<file path="src/rtl/hilo_mdu_pkg.sv">
// Shared definitions for the HI/LO multiply/divide unit: op and state encodings,
// the iteration count and an operand-magnitude helper.
package hilo_mdu_pkg;

  typedef enum logic [1:0] {
    MDU_MULT  = 2'd0,
    MDU_MULTU = 2'd1,
    MDU_DIV   = 2'd2,
    MDU_DIVU  = 2'd3
  } mdu_op_e;

  typedef enum logic [1:0] {
    ST_IDLE = 2'd0,
    ST_CALC = 2'd1,
    ST_DONE = 2'd2
  } mdu_state_e;

  localparam int unsigned MDU_ITERS = 32;
  localparam int unsigned CNT_W     = 5;
  localparam logic [CNT_W-1:0] CNT_LOAD = CNT_W'(MDU_ITERS - 1);

  function automatic logic is_signed_op(input mdu_op_e op);
    return (op == MDU_MULT) || (op == MDU_DIV);
  endfunction

  function automatic logic is_div_op(input mdu_op_e op);
    return (op == MDU_DIV) || (op == MDU_DIVU);
  endfunction

endpackage

</file>
<file path="src/rtl/hilo_mdu_step.sv">
// One radix-2 iteration on {HI, LO}: shift-add for multiply (LO holds the
// multiplier), restoring shift-subtract for divide (LO holds the quotient).
module mdu_step
  import hilo_mdu_pkg::*;
(
  input  mdu_op_e     op_i,
  input  logic [63:0] acc_i,
  input  logic [31:0] operand_i,
  output logic [63:0] acc_o
);

  logic [32:0] add_sum;
  logic [32:0] shl_rem;
  logic [31:0] trial;

  // The shifted remainder can reach 33 bits; the subtraction only matters when it
  // fits, so its low 32 bits are exact.
  always_comb begin
    add_sum = {1'b0, acc_i[63:32]} + {1'b0, operand_i};
    shl_rem = {acc_i[63:32], acc_i[31]};
    trial   = shl_rem[31:0] - operand_i;
    acc_o   = acc_i;
    if (is_div_op(op_i)) begin
      if (shl_rem >= {1'b0, operand_i}) begin
        acc_o = {trial, acc_i[30:0], 1'b1};
      end else begin
        acc_o = {shl_rem[31:0], acc_i[30:0], 1'b0};
      end
    end else if (acc_i[0]) begin
      acc_o = {add_sum, acc_i[31:1]};
    end else begin
      acc_o = {1'b0, acc_i[63:1]};
    end
  end

endmodule

</file>
<file path="src/rtl/hilo_mdu.sv">
// Iterative 32-cycle MULT/MULTU/DIV/DIVU unit writing {HI, LO} with a one-cycle
// strobe; works on magnitudes and restores signs when leaving CALC.
module hilo_mdu
  import hilo_mdu_pkg::*;
(
  input  logic        clk,
  input  logic        rst,
  input  logic        start,
  input  logic [1:0]  op,
  input  logic [31:0] src_a,
  input  logic [31:0] src_b,
  input  logic        flush,
  output logic        busy,
  output logic        RFWr,
  output logic        MDIV,
  output logic [63:0] WData
);

  mdu_state_e       state_q, state_d;
  mdu_op_e          op_q;
  logic [63:0]      acc_q;
  logic [31:0]      operand_q;
  logic             neg_a_q, neg_b_q;
  logic [CNT_W-1:0] cnt_q;
  logic [63:0]      wdata_q;

  mdu_op_e          start_op;
  logic             start_neg_a, start_neg_b;
  logic [31:0]      start_mag_a, start_mag_b;
  logic [63:0]      step_acc;
  logic [63:0]      result_d;
  logic [31:0]      quo_fix, rem_fix;

  mdu_step u_step (
    .op_i      (op_q),
    .acc_i     (acc_q),
    .operand_i (operand_q),
    .acc_o     (step_acc)
  );

  always_ff @(posedge clk) begin
    if (rst) begin
      state_q <= ST_IDLE;
    end else begin
      state_q <= state_d;
    end
  end

  always_comb begin
    state_d = state_q;
    unique case (state_q)
      ST_IDLE: if (start) state_d = ST_CALC;
      ST_CALC: begin
        if (flush) begin
          state_d = ST_IDLE;
        end else if (cnt_q == '0) begin
          state_d = ST_DONE;
        end
      end
      ST_DONE: state_d = ST_IDLE;
      default: state_d = ST_IDLE;
    endcase
  end

  always_comb begin
    busy  = (state_q != ST_IDLE);
    RFWr  = (state_q == ST_DONE);
    MDIV  = (state_q == ST_DONE);
    WData = wdata_q;
  end

  always_comb begin
    start_op    = mdu_op_e'(op);
    start_neg_a = is_signed_op(start_op) & src_a[31];
    start_neg_b = is_signed_op(start_op) & src_b[31];
    start_mag_a = start_neg_a ? (32'd0 - src_a) : src_a;
    start_mag_b = start_neg_b ? (32'd0 - src_b) : src_b;
  end

  // A zero divisor leaves the dividend magnitude in HI, so the usual remainder
  // sign restore already yields src_a; only LO needs the all-ones override.
  always_comb begin
    quo_fix  = step_acc[31:0];
    rem_fix  = step_acc[63:32];
    result_d = step_acc;
    if (is_div_op(op_q)) begin
      quo_fix = (neg_a_q ^ neg_b_q) ? (32'd0 - step_acc[31:0]) : step_acc[31:0];
      rem_fix = neg_a_q ? (32'd0 - step_acc[63:32]) : step_acc[63:32];
      if (operand_q == '0) begin
        quo_fix = '1;
      end
      result_d = {rem_fix, quo_fix};
    end else if (neg_a_q ^ neg_b_q) begin
      result_d = 64'd0 - step_acc;
    end
  end

  always_ff @(posedge clk) begin
    if (rst) begin
      op_q      <= MDU_MULT;
      acc_q     <= '0;
      operand_q <= '0;
      neg_a_q   <= 1'b0;
      neg_b_q   <= 1'b0;
      cnt_q     <= '0;
      wdata_q   <= '0;
    end else if (state_q == ST_IDLE && start) begin
      op_q    <= start_op;
      neg_a_q <= start_neg_a;
      neg_b_q <= start_neg_b;
      cnt_q   <= CNT_LOAD;
      if (is_div_op(start_op)) begin
        acc_q     <= {32'd0, start_mag_a};
        operand_q <= start_mag_b;
      end else begin
        acc_q     <= {32'd0, start_mag_b};
        operand_q <= start_mag_a;
      end
    end else if (state_q == ST_CALC && !flush) begin
      acc_q <= step_acc;
      if (cnt_q == '0) begin
        wdata_q <= result_d;
      end else begin
        cnt_q <= cnt_q - 1'b1;
      end
    end
  end

endmodule

</file>
<file path="config.mk">
export PLATFORM = sky130hd
export DESIGN_NAME = hilo_mdu
export DESIGN_NICKNAME = d
export VERILOG_FILES = /design/src/rtl/hilo_mdu_pkg.sv /design/src/rtl/hilo_mdu_step.sv /design/src/rtl/hilo_mdu.sv
export SDC_FILE = /design/constraint.sdc
export NUM_CORES = 1
export LEC_CHECK = 0
export CAP_MARGIN = 25
export CORE_MARGIN = 10
export CORE_UTILIZATION = 30
export CTS_CLUSTER_SIZE = 8
export DETAILED_ROUTE_END_ITERATION = 8
export GPL_TIMING_DRIVEN = 0
export PLACE_DENSITY = 0.57
export SLEW_MARGIN = 10
export SYNTH_ARGS = -nofsm -noshare
export SYNTH_HDL_FRONTEND = slang
export SYNTH_SLANG_ARGS = --single-unit
</file>
<file path="constraint.sdc">
create_clock -name clk -period 14.2 [get_ports clk]
set_input_delay 1.42 -clock clk [delete_from_list [all_inputs] [get_ports clk]]
set_output_delay 1.42 -clock clk [all_outputs]
set_load 0.02 [all_outputs]
</file>
==> results of run 1 <==
-- through the flow --
step                      cells  setup slack, ns  area [sq um]   power, W  utilization
after global routing       2985            5.775         18110   0.001715       0.3602
after detailed placement   2952            6.322         17500   0.001143       0.3481
after floorplan            2145            9.137         15310  0.0009272            -
final                      2985            5.965         18110   0.001640       0.3602
after global placement     2951            6.407         17490   0.001141       0.3480
after CTS                  2984            6.306         18100   0.001629       0.3600
-- cell type report --
class | count | area, sq um
fillers | 5413 | 32170
clock inverters | 15 | 176.4
repair buffers | 136 | 1354
flip-flops and latches | 170 | 3403
plain buffers | 145 | 581.8
multi-input cells | 1759 | 11060
inverters | 71 | 266.5
clock buffers | 17 | 425.4
well taps | 672 | 840.8
-- registers in the layout, indices dropped and copies added, names as in the netlist --
name       count
neg_a_q        1
cnt_q          5
state_q        2
acc_q         64
neg_b_q        1
WData         64
op_q           1
operand_q     32
-- cell usage after synthesis, drive strengths merged, types with 33 or more instances --
library cell / n / area (sq um)
a211oi: 33 / 257.7
a21o: 37 / 277.8
a21oi: 249 / 1254
a31oi: 34 / 212.7
buf: 36 / 171.4
clkbuf: 109 / 410.4
dfxtp: 170 / 3403
ha: 70 / 875.8
inv: 69 / 259.0
mux2i: 43 / 430.4
nand2: 236 / 885.9
nand3: 34 / 170.2
nor2: 201 / 754.5
nor3: 65 / 325.3
o211ai: 88 / 660.6
o21ai: 145 / 737.0
xnor2: 108 / 945.9
xor2: 56 / 490.5
-- metal layers --
layer,part of all wire,vias to the layer above
met2,0.45,730
met1,0.43,8402
met5,0,-
met3,0.073,128
li1,-,8167
met4,0.038,0
-- final timing paths --
check / from / to / slack [ns]
setup / recovery: op_q[1] / WData[58] / 5.97
hold reg to reg: WData[40] / WData[40] / 0.45
hold / removal: WData[40] / WData[40] / 0.45
setup reg to reg: op_q[1] / WData[58] / 5.97
-- cell families after synthesis --
logic type / synth area share
AO/OA/AOI/OAI: 0.3124
XOR/XNOR: 0.09381
adder cells (fa/ha/maj): 0.05982
buffers and inverters: 0.05541
flip-flops: 0.2223
multiplexers: 0.03105
AND/OR/NAND/NOR: 0.2252
-- where the power goes --
part / total (W) / internal, W / switching, W
registers: 0.000536 / 0.000500 / 0.0000361
logic: 0.000615 / 0.000215 / 0.000400
clock network: 0.000489 / 0.000253 / 0.000236
-- worst reg2reg max path: cells and delay by family (launching register included) --
kind                       cells  cell delay, ns
DFF                            1            0.57
muxes                          1            0.52
and+or+nand+nor                3            0.89
AOI/OAI and AO/OA              6            1.44
buffers and inverters          9            4.14
adders and majority gates      1            0.30
xor gates and xnor gates       1            0.25
==> metrics, run 1 <==
status=finished clean; vias in the first global route=between 15000 and 20000; most common cell after layout, fill and taps aside=a21oi_1; YS warnings=0; H-tree lvl count=4; GR Layer Usage met1=0.2895; crit path launch type=register; TritonCTS Buffers=17; Die Ht=245.9 um; Power per Cell Area=90.56 mW/mm^2; #FFs+latches synth=170; Cell variety after synth=93; synthesized cell area=about 0.015 sq mm; remaining antenna violation count=0; busiest layer in global routing=met2; DRC viols=0; Die X=245.9 um; Via Count=between 15000 and 20000; Post-CTS Resized=0; Max FO, Critical Path=10; IO buf count=134; Critical Path End Type=register; Cells after Synth=~2100; largest net degree at the start of global routing=19; max incr delay on CP=around 0.69 ns; ys flop type=dfxtp_1; initial antenna violation count=0; clk_lat worst skew=0.47 ns; GRT met3 Usage=0.03486; Crit Path Category=register to register; Max-cap violations=0; core area=0.05027 sq mm; cell depth of the worst setup path=21; period utilization=0.5799; Critical Path RT=14.53 ns; EDFF count, synth=0; Longest Clk Path Bufs=2; routed wire length=68.51 mm; worst path cell trace=clkbuf_1, buf_1, buf_2, buf_2, buf_2, buf_1, buf_2, buf_1, mux2i_1, ha_1, o21ai_0, nand2b_1, nor3_1, o2111ai_1, nor4_1, a31o_2, inv_1, o31a_1, o31ai_1, xor2_1, a21oi_1; fmax=121.4 MHz; gr ovfl total=0; io pins=137; R2R depth=21; Layout Nets=2442; via/cell ratio=about 5.8; GRT Total Usage=0.2208; critical path's top delay family=buffers and inverters; post-synth net total=between 2000 and 2500; Tmin final=8.235 ns; Clock Skews=0.01809 ns; worst endpoint data arrival time=8.57 ns; Slew Viols, Final=0; share of layout cells above drive strength 1=0.03934; Syn Area/Cell=7.138 sq um; hold path depth=2; first-pass GRT wire length=103.3 mm; critical path's slowest cell=buf_1; hold slack=0.4533 ns; Final setup violation count=0; Detail Placement HPWL=56.57 mm; TritonCTS clock tree=built; global placement routability congestion=1.009; area grow syn2layout=18.26%; maximum VDD drop=0.07778 mV; Root Buffer=clkbuf_16; clk slew on worst S/H paths=0.08 ns; initial DRC count=approximately 1800; Routed WL per cell=22.95 um; Setup Buffers After CTS=0; type of the most critical hold path=register to register; post-synthesis sequential area ratio=0.2223; Rel. slew slack=0.1522; setup tns final=0 ns; endpoints failing hold=0; ant diodes=0; Buf/Inv on CP=9; drt first pass iters=8; Slew @ Worst Pin=1.272 ns; die area=0.06047 sq mm; most frequent cells in the layout=247 x a21oi_1, 236 x nand2_1, 201 x nor2_1; Async SR Flop Fraction=0; cts hold-fix bufs=0; GRT met2 Usage=0.3561; Worst path most repeated cell=buf_2; number of core rows=around 80; Starting Density=0.3046; RSZ-0062 raised after global routing=no; LEAKAGE=6.556 nW; clock sink total=170
Power figures use the tool's default switching activity.
==> inputs of run 2 (changes only) <==
--- a/config.mk
+++ b/config.mk
@@ -11,7 +11,7 @@
 export CTS_CLUSTER_SIZE = 8
 export DETAILED_ROUTE_END_ITERATION = 8
 export GPL_TIMING_DRIVEN = 0
-export PLACE_DENSITY = 0.57
+export PLACE_DENSITY = 0.59
 export SLEW_MARGIN = 10
 export SYNTH_ARGS = -nofsm -noshare
 export SYNTH_HDL_FRONTEND = slang
==> constraint.sdc (replaced) <==
create_clock -name clk -period 7.4 [get_ports clk]
set_input_delay 0.74 -clock clk [delete_from_list [all_inputs] [get_ports clk]]
set_output_delay 0.74 -clock clk [all_outputs]
set_load 0.02 [all_outputs]
==> metrics, run 2 (synthesis results as in run 1) <==
status=finished clean (unchanged); TritonCTS Buffers=17 (unchanged); routed wire length=68.54 mm (was 68.51 mm); crit path launch type=register (unchanged); global placement routability congestion=0.9856 (was 1.009); Critical Path End Type=register (unchanged); worst path cell trace=clkbuf_1, buf_2, buf_2, buf_2, buf_2, buf_2, clkbuf_2, mux2i_1, ha_1, o21ai_0, nand2b_1, nor3_1, o2111ai_1, nor4_1, a31o_2, nand2b_1, o21ai_0, nor2_1, xor2_1, o22ai_1 (was clkbuf_1, buf_1, buf_2, buf_2, buf_2, buf_1, buf_2, buf_1, mux2i_1, ha_1, o21ai_0, nand2b_1, nor3_1, o2111ai_1, nor4_1, a31o_2, inv_1, o31a_1, o31ai_1, xor2_1, a21oi_1); remaining antenna violation count=0 (unchanged); largest net degree at the start of global routing=20 (was 19); Critical Path RT=7.73 ns (was 14.53 ns); share of layout cells above drive strength 1=0.04068 (was 0.03934); critical path's slowest cell=dfxtp_1 (was buf_1); die area=0.06047 sq mm (unchanged); clk slew on worst S/H paths=0.07 ns (was 0.08 ns); endpoints failing hold=0 (unchanged); LEAKAGE=6.548 nW (was 6.556 nW); area grow syn2layout=18.16% (was 18.26%); final core utilization=0.3599 (was 0.3602); Slew Viols, Final=0 (unchanged); clk_lat worst skew=0.48 ns (was 0.47 ns); RSZ-0062 raised after global routing=no (unchanged); Longest Clk Path Bufs=2 (unchanged); cts hold-fix bufs=0 (unchanged); DRC viols=0 (unchanged); clock sink total=170 (unchanged); number of core rows=82 (unchanged); maximum VDD drop=0.1279 mV (was 0.07778 mV); Setup Buffers After CTS=0 (unchanged); gr ovfl total=0 (unchanged); Die Ht=245.9 um (unchanged); Crit Path Category=register to register (unchanged); Final setup violation count=0 (unchanged); Root Buffer=clkbuf_16 (unchanged); Clock Skews=0.02008 ns (was 0.01809 ns); type of the most critical hold path=register to register (unchanged); initial DRC count=1672 (was 1822); Final Cell Area=0.01809 sq mm (was 0.01811 sq mm); critical path's top delay family=buffers and inverters (unchanged); Rel. slew slack=0.3061 (was 0.1522); hold slack=0.4526 ns (was 0.4533 ns); Max-cap violations=0 (unchanged); core area=0.05027 sq mm (unchanged); max incr delay on CP=0.56 ns (was 0.69 ns); initial antenna violation count=3 (was 0); Power per Cell Area=171.4 mW/mm^2 (was 90.56 mW/mm^2); most common cell after layout, fill and taps aside=a21oi_1 (unchanged); vias in the first global route=16560 (was 16570); TritonCTS clock tree=built (unchanged); Starting Density=0.3046 (unchanged); IO buf count=134 (unchanged); GRT Total Usage=0.2215 (was 0.2208); Worst path most repeated cell=buf_2 (unchanged); Via Count=17060 (was 17430); Max FO, Critical Path=19 (was 10); Die X=245.9 um (unchanged); H-tree lvl count=4 (unchanged); most frequent cells in the layout=247 x a21oi_1, 236 x nand2_1, 201 x nor2_1 (unchanged); Buf/Inv on CP=7 (was 9); worst endpoint data arrival time=7.27 ns (was 8.57 ns); post-place instance area=0.01749 sq mm (was 0.01750 sq mm); Tmin final=6.943 ns (was 8.235 ns); Layout Nets=2440 (was 2442); period utilization=0.9382 (was 0.5799); io pins=137 (unchanged); Detail Placement HPWL=57.01 mm (was 56.57 mm); first-pass GRT wire length=103.3 mm (about the same); setup tns final=0 ns (unchanged); via/cell ratio=5.717 (was 5.838); fmax=144.0 MHz (was 121.4 MHz); Slew @ Worst Pin=1.033 ns (was 1.272 ns); drt first pass iters=7 (was 8); Routed WL per cell=22.97 um (was 22.95 um); Final Power=0.003100 W (was 0.001640 W)
[run 2: metal layers]
layer	part of all wire	vias to the layer above	global-route usage
li1	-	8151	-
met4	0.030	2	0.07243
met5	0.00019	-	0
met2	0.47	607	0.3656
met3	0.068	93	0.04724
met1	0.43	8207	0.2815
[run 2: final timing paths]
path / start / end / slack (ns) / depth (start not counted)
hold / removal: WData[40] / WData[40] / 0.45 / 2
setup reg to reg: op_q[1] / WData[54] / 0.46 / 20
setup / recovery: op_q[1] / WData[54] / 0.46 / 20
hold reg to reg: WData[40] / WData[40] / 0.45 / 2
[run 2: worst register-to-register path: stages, from the launching register on]
cell and delay (ns):
dfxtp_1 0.56, clkbuf_1 0.57, buf_2 0.44, buf_2 0.39, buf_2 0.31, buf_2 0.46
buf_2 0.39, clkbuf_2 0.41, mux2i_1 0.39, ha_1 0.22, o21ai_0 0.11, nand2b_1 0.24
nor3_1 0.30, o2111ai_1 0.31, nor4_1 0.39, a31o_2 0.28, nand2b_1 0.25, o21ai_0 0.27
nor2_1 0.21, xor2_1 0.22, o22ai_1 0.11
[run 2: what timing repair did]
item                                    in CTS  in global routing
pin swaps                                    0                  0
resized for setup                            2                  2
endpoints found under the setup margin      14                  9
[run 2: per-stage QoR]
| step | setup slack [ns] | cells |
|---|---|---|
| after floorplan | 2.337 | 2145 |
| after global placement | -0.2636 | 2951 |
| after detailed placement | -0.3251 | 2951 |
| after CTS | 0.4716 | 2982 |
| after global routing | 0.02340 | 2983 |
| final | 0.4571 | 2984 |
[run 2: power breakdown]
group	switching, W	total (W)	internal [W]
sequential	0.0000691	0.00103	0.000960
clock	0.000445	0.000903	0.000458
combinational	0.000756	0.00117	0.000412
total	0.00127	0.00310	0.00183
[run 2: area by class of cell]
cell class                      count  area, sq um
Fill cell                        5459        32180
Multi-Input combinational cell   1759        11060
Sequential cell                   170         3403
Timing Repair Buffer              136         1354
Tap cell                          672        840.8
Buffer                            143        578.1
Clock buffer                       18        439.2
Inverter                           71        266.5
Clock inverter                     14        147.6
Antenna cell                        1        2.502
==> inputs of run 3 (changes only) <==
--- a/config.mk
+++ b/config.mk
@@ -6,7 +6,7 @@
 export NUM_CORES = 1
 export LEC_CHECK = 0
 export CAP_MARGIN = 25
-export CORE_MARGIN = 10
+export CORE_MARGIN = 4
 export CORE_UTILIZATION = 30
 export CTS_CLUSTER_SIZE = 8
 export DETAILED_ROUTE_END_ITERATION = 8
@@ -16,3 +16,4 @@
 export SYNTH_ARGS = -nofsm -noshare
 export SYNTH_HDL_FRONTEND = slang
 export SYNTH_SLANG_ARGS = --single-unit
+export TNS_END_PERCENT = 50
==> metrics, run 3 (synthesis results as in run 1) <==
maximum VDD drop=0.1024 mV (was 0.1279 mV); clk slew on worst S/H paths=0.07 ns (about the same); Layout Nets=2439 (was 2440); endpoints failing hold=0 (unchanged); number of core rows=82 (unchanged); status=finished clean (unchanged); Slew Viols, Final=0 (unchanged); TritonCTS clock tree=built (unchanged); H-tree lvl count=4 (unchanged); crit path launch type=register (unchanged); global placement routability congestion=0.9778 (was 0.9856); Final setup violation count=0 (unchanged); Power per Cell Area=173.0 mW/mm^2 (was 171.4 mW/mm^2); largest net degree at the start of global routing=19 (was 20); DRC viols=0 (unchanged); period utilization=0.9246 (was 0.9382); share of layout cells above drive strength 1=0.03983 (was 0.04068); Post-CTS Resized=3 (was 2); core area=0.05027 sq mm (unchanged); via/cell ratio=5.776 (was 5.717); Critical Path RT=7.72 ns (was 7.73 ns); gr ovfl total=0 (unchanged); Detail Placement HPWL=55.37 mm (was 57.01 mm); Slew @ Worst Pin=1.068 ns (was 1.033 ns); io pins=137 (unchanged); LEAKAGE=6.553 nW (was 6.548 nW); remaining antenna violation count=0 (unchanged); internal power=0.001856 W (was 0.001830 W); switching share of power=0.4075 (was 0.4097); drt first pass iters=8 (was 7); Die Ht=233.9 um (was 245.9 um); area grow syn2layout=18.25% (was 18.16%); Setup Buffers After CTS=0 (unchanged); cts hold-fix bufs=0 (unchanged); initial DRC count=1734 (was 1672); clk_lat worst skew=0.47 ns (was 0.48 ns); Die X=233.9 um (was 245.9 um); worst endpoint data arrival time=7.16 ns (was 7.27 ns); Longest Clk Path Bufs=2 (unchanged); clock network power share=0.299 (was 0.291); most frequent cells in the layout=247 x a21oi_1, 236 x nand2_1, 201 x nor2_1 (unchanged); Starting Density=0.3046 (unchanged); Max-cap violations=0 (unchanged); Root Buffer=clkbuf_16 (unchanged); Rel. slew slack=0.2829 (was 0.3061); IO buf count=134 (unchanged); first-pass GRT wire length=99.73 mm (was 103.3 mm); RSZ-0062 raised after global routing=no (unchanged); clock sink total=170 (unchanged); footprint of the multi-input gates=0.01106 sq mm (unchanged); fmax=146.2 MHz (was 144.0 MHz); Register Area=0.003403 sq mm (unchanged); Critical Path End Type=register (unchanged); fillers=5475 (was 5459); Clock Skews=0.01940 ns (was 0.02008 ns); Max FO, Critical Path=10 (was 19); Routed WL per cell=22.38 um (was 22.97 um); most common cell after layout, fill and taps aside=a21oi_1 (unchanged); hold slack=0.4561 ns (was 0.4526 ns); GRT Total Usage=0.2369 (was 0.2215); routed wire length=66.79 mm (was 68.54 mm); type of the most critical hold path=register to register (unchanged); die area=0.05471 sq mm (was 0.06047 sq mm); Flop pwr share=0.328 (was 0.332); Psw=0.001276 W (was 0.001270 W); Combinational Power Share=0.372 (was 0.377); Via Count=17240 (was 17060); Tmin final=6.842 ns (was 6.943 ns); TritonCTS Buffers=17 (unchanged); vias in the first global route=16350 (was 16560); Crit Path Category=register to register (unchanged); setup tns final=0 ns (unchanged); initial antenna violation count=0 (was 3)
## run 3: changes by cell type in the layout (fill, tap and decap cells not counted), sizes merged
| cell | change |
|---|---|
| clkbuf | -3 |
| bufinv | +1 |
| clkdlybuf4s15 | +1 |
| clkinvlp | -1 |
| diode | +1 |
| inv | +1 |
## run 3: area by class of cell
cell class	count	share of cell area
Multi-Input combinational cell	1759	0.6109
Sequential cell	170	0.1880
Timing Repair Buffer	134	0.07408
Tap cell	672	0.04644
Buffer	144	0.03248
Clock buffer	17	0.02350
Inverter	71	0.01472
Clock inverter	15	0.009675
Antenna cell	2	0.0002764
## run 3: worst paths after layout
check | start | end | slack (ns) | cells after the start
max reg2reg | operand_q[28] | WData[54] | 0.56 | 22
max | operand_q[28] | WData[54] | 0.56 | 22
min | WData[46] | WData[46] | 0.46 | 2
min reg2reg | WData[46] | WData[46] | 0.46 | 2
## run 3: critical path, stage by stage (launching register included)
cell,delay (ns)
dfxtp_1,0.49
inv_1,0.21
ha_1,0.38
a21oi_1,0.18
o21ai_0,0.22
a22o_1,0.32
a211oi_2,0.37
buf_2,0.34
buf_1,0.51
nand3_1,0.46
o21ai_0,0.39
ha_1,0.28
o21ai_0,0.11
nand2b_1,0.23
nor3_1,0.31
o2111ai_1,0.29
nor4_1,0.34
a31o_2,0.27
nand2b_1,0.27
o21ai_0,0.25
nor2_1,0.20
xor2_1,0.19
o22ai_1,0.10
## run 3: power groups by stage
stage	clock, W	combinational, W	sequential (W)
CTS	0.000945	0.00114	0.00103
finish	0.000938	0.00117	0.00103
detailed placement	0	0.00113	0.00105
global route	0.000981	0.00126	0.00103
floorplan	0	0.000752	0.00103
global placement	0	0.00113	0.00105
## run 3: per-stage QoR
stage / instances / util / area [sq um] / setup WS, ns / power (W)
6_report: 2984 / 0.3601 / 18100 / 0.5581 / 0.003132
5_1_grt: 2982 / 0.3600 / 18100 / 0.1705 / 0.003273
4_1_cts: 2983 / 0.3601 / 18100 / 0.03879 / 0.003111
3_5_place_dp: 2951 / 0.3480 / 17490 / -0.2236 / 0.002181
3_3_place_gp: 2951 / 0.3480 / 17490 / -0.2171 / 0.002176
2_1_floorplan: 2145 / - / 15310 / 2.337 / 0.001779
## run 3: metal layers
metal,GRT usage,up-vias,share of wire
met1,0.3188,8280,0.44
met3,0.03158,97,0.067
met2,0.3877,687,0.46
li1,-,8171,-
met5,0,-,0
met4,0.08745,0,0.038
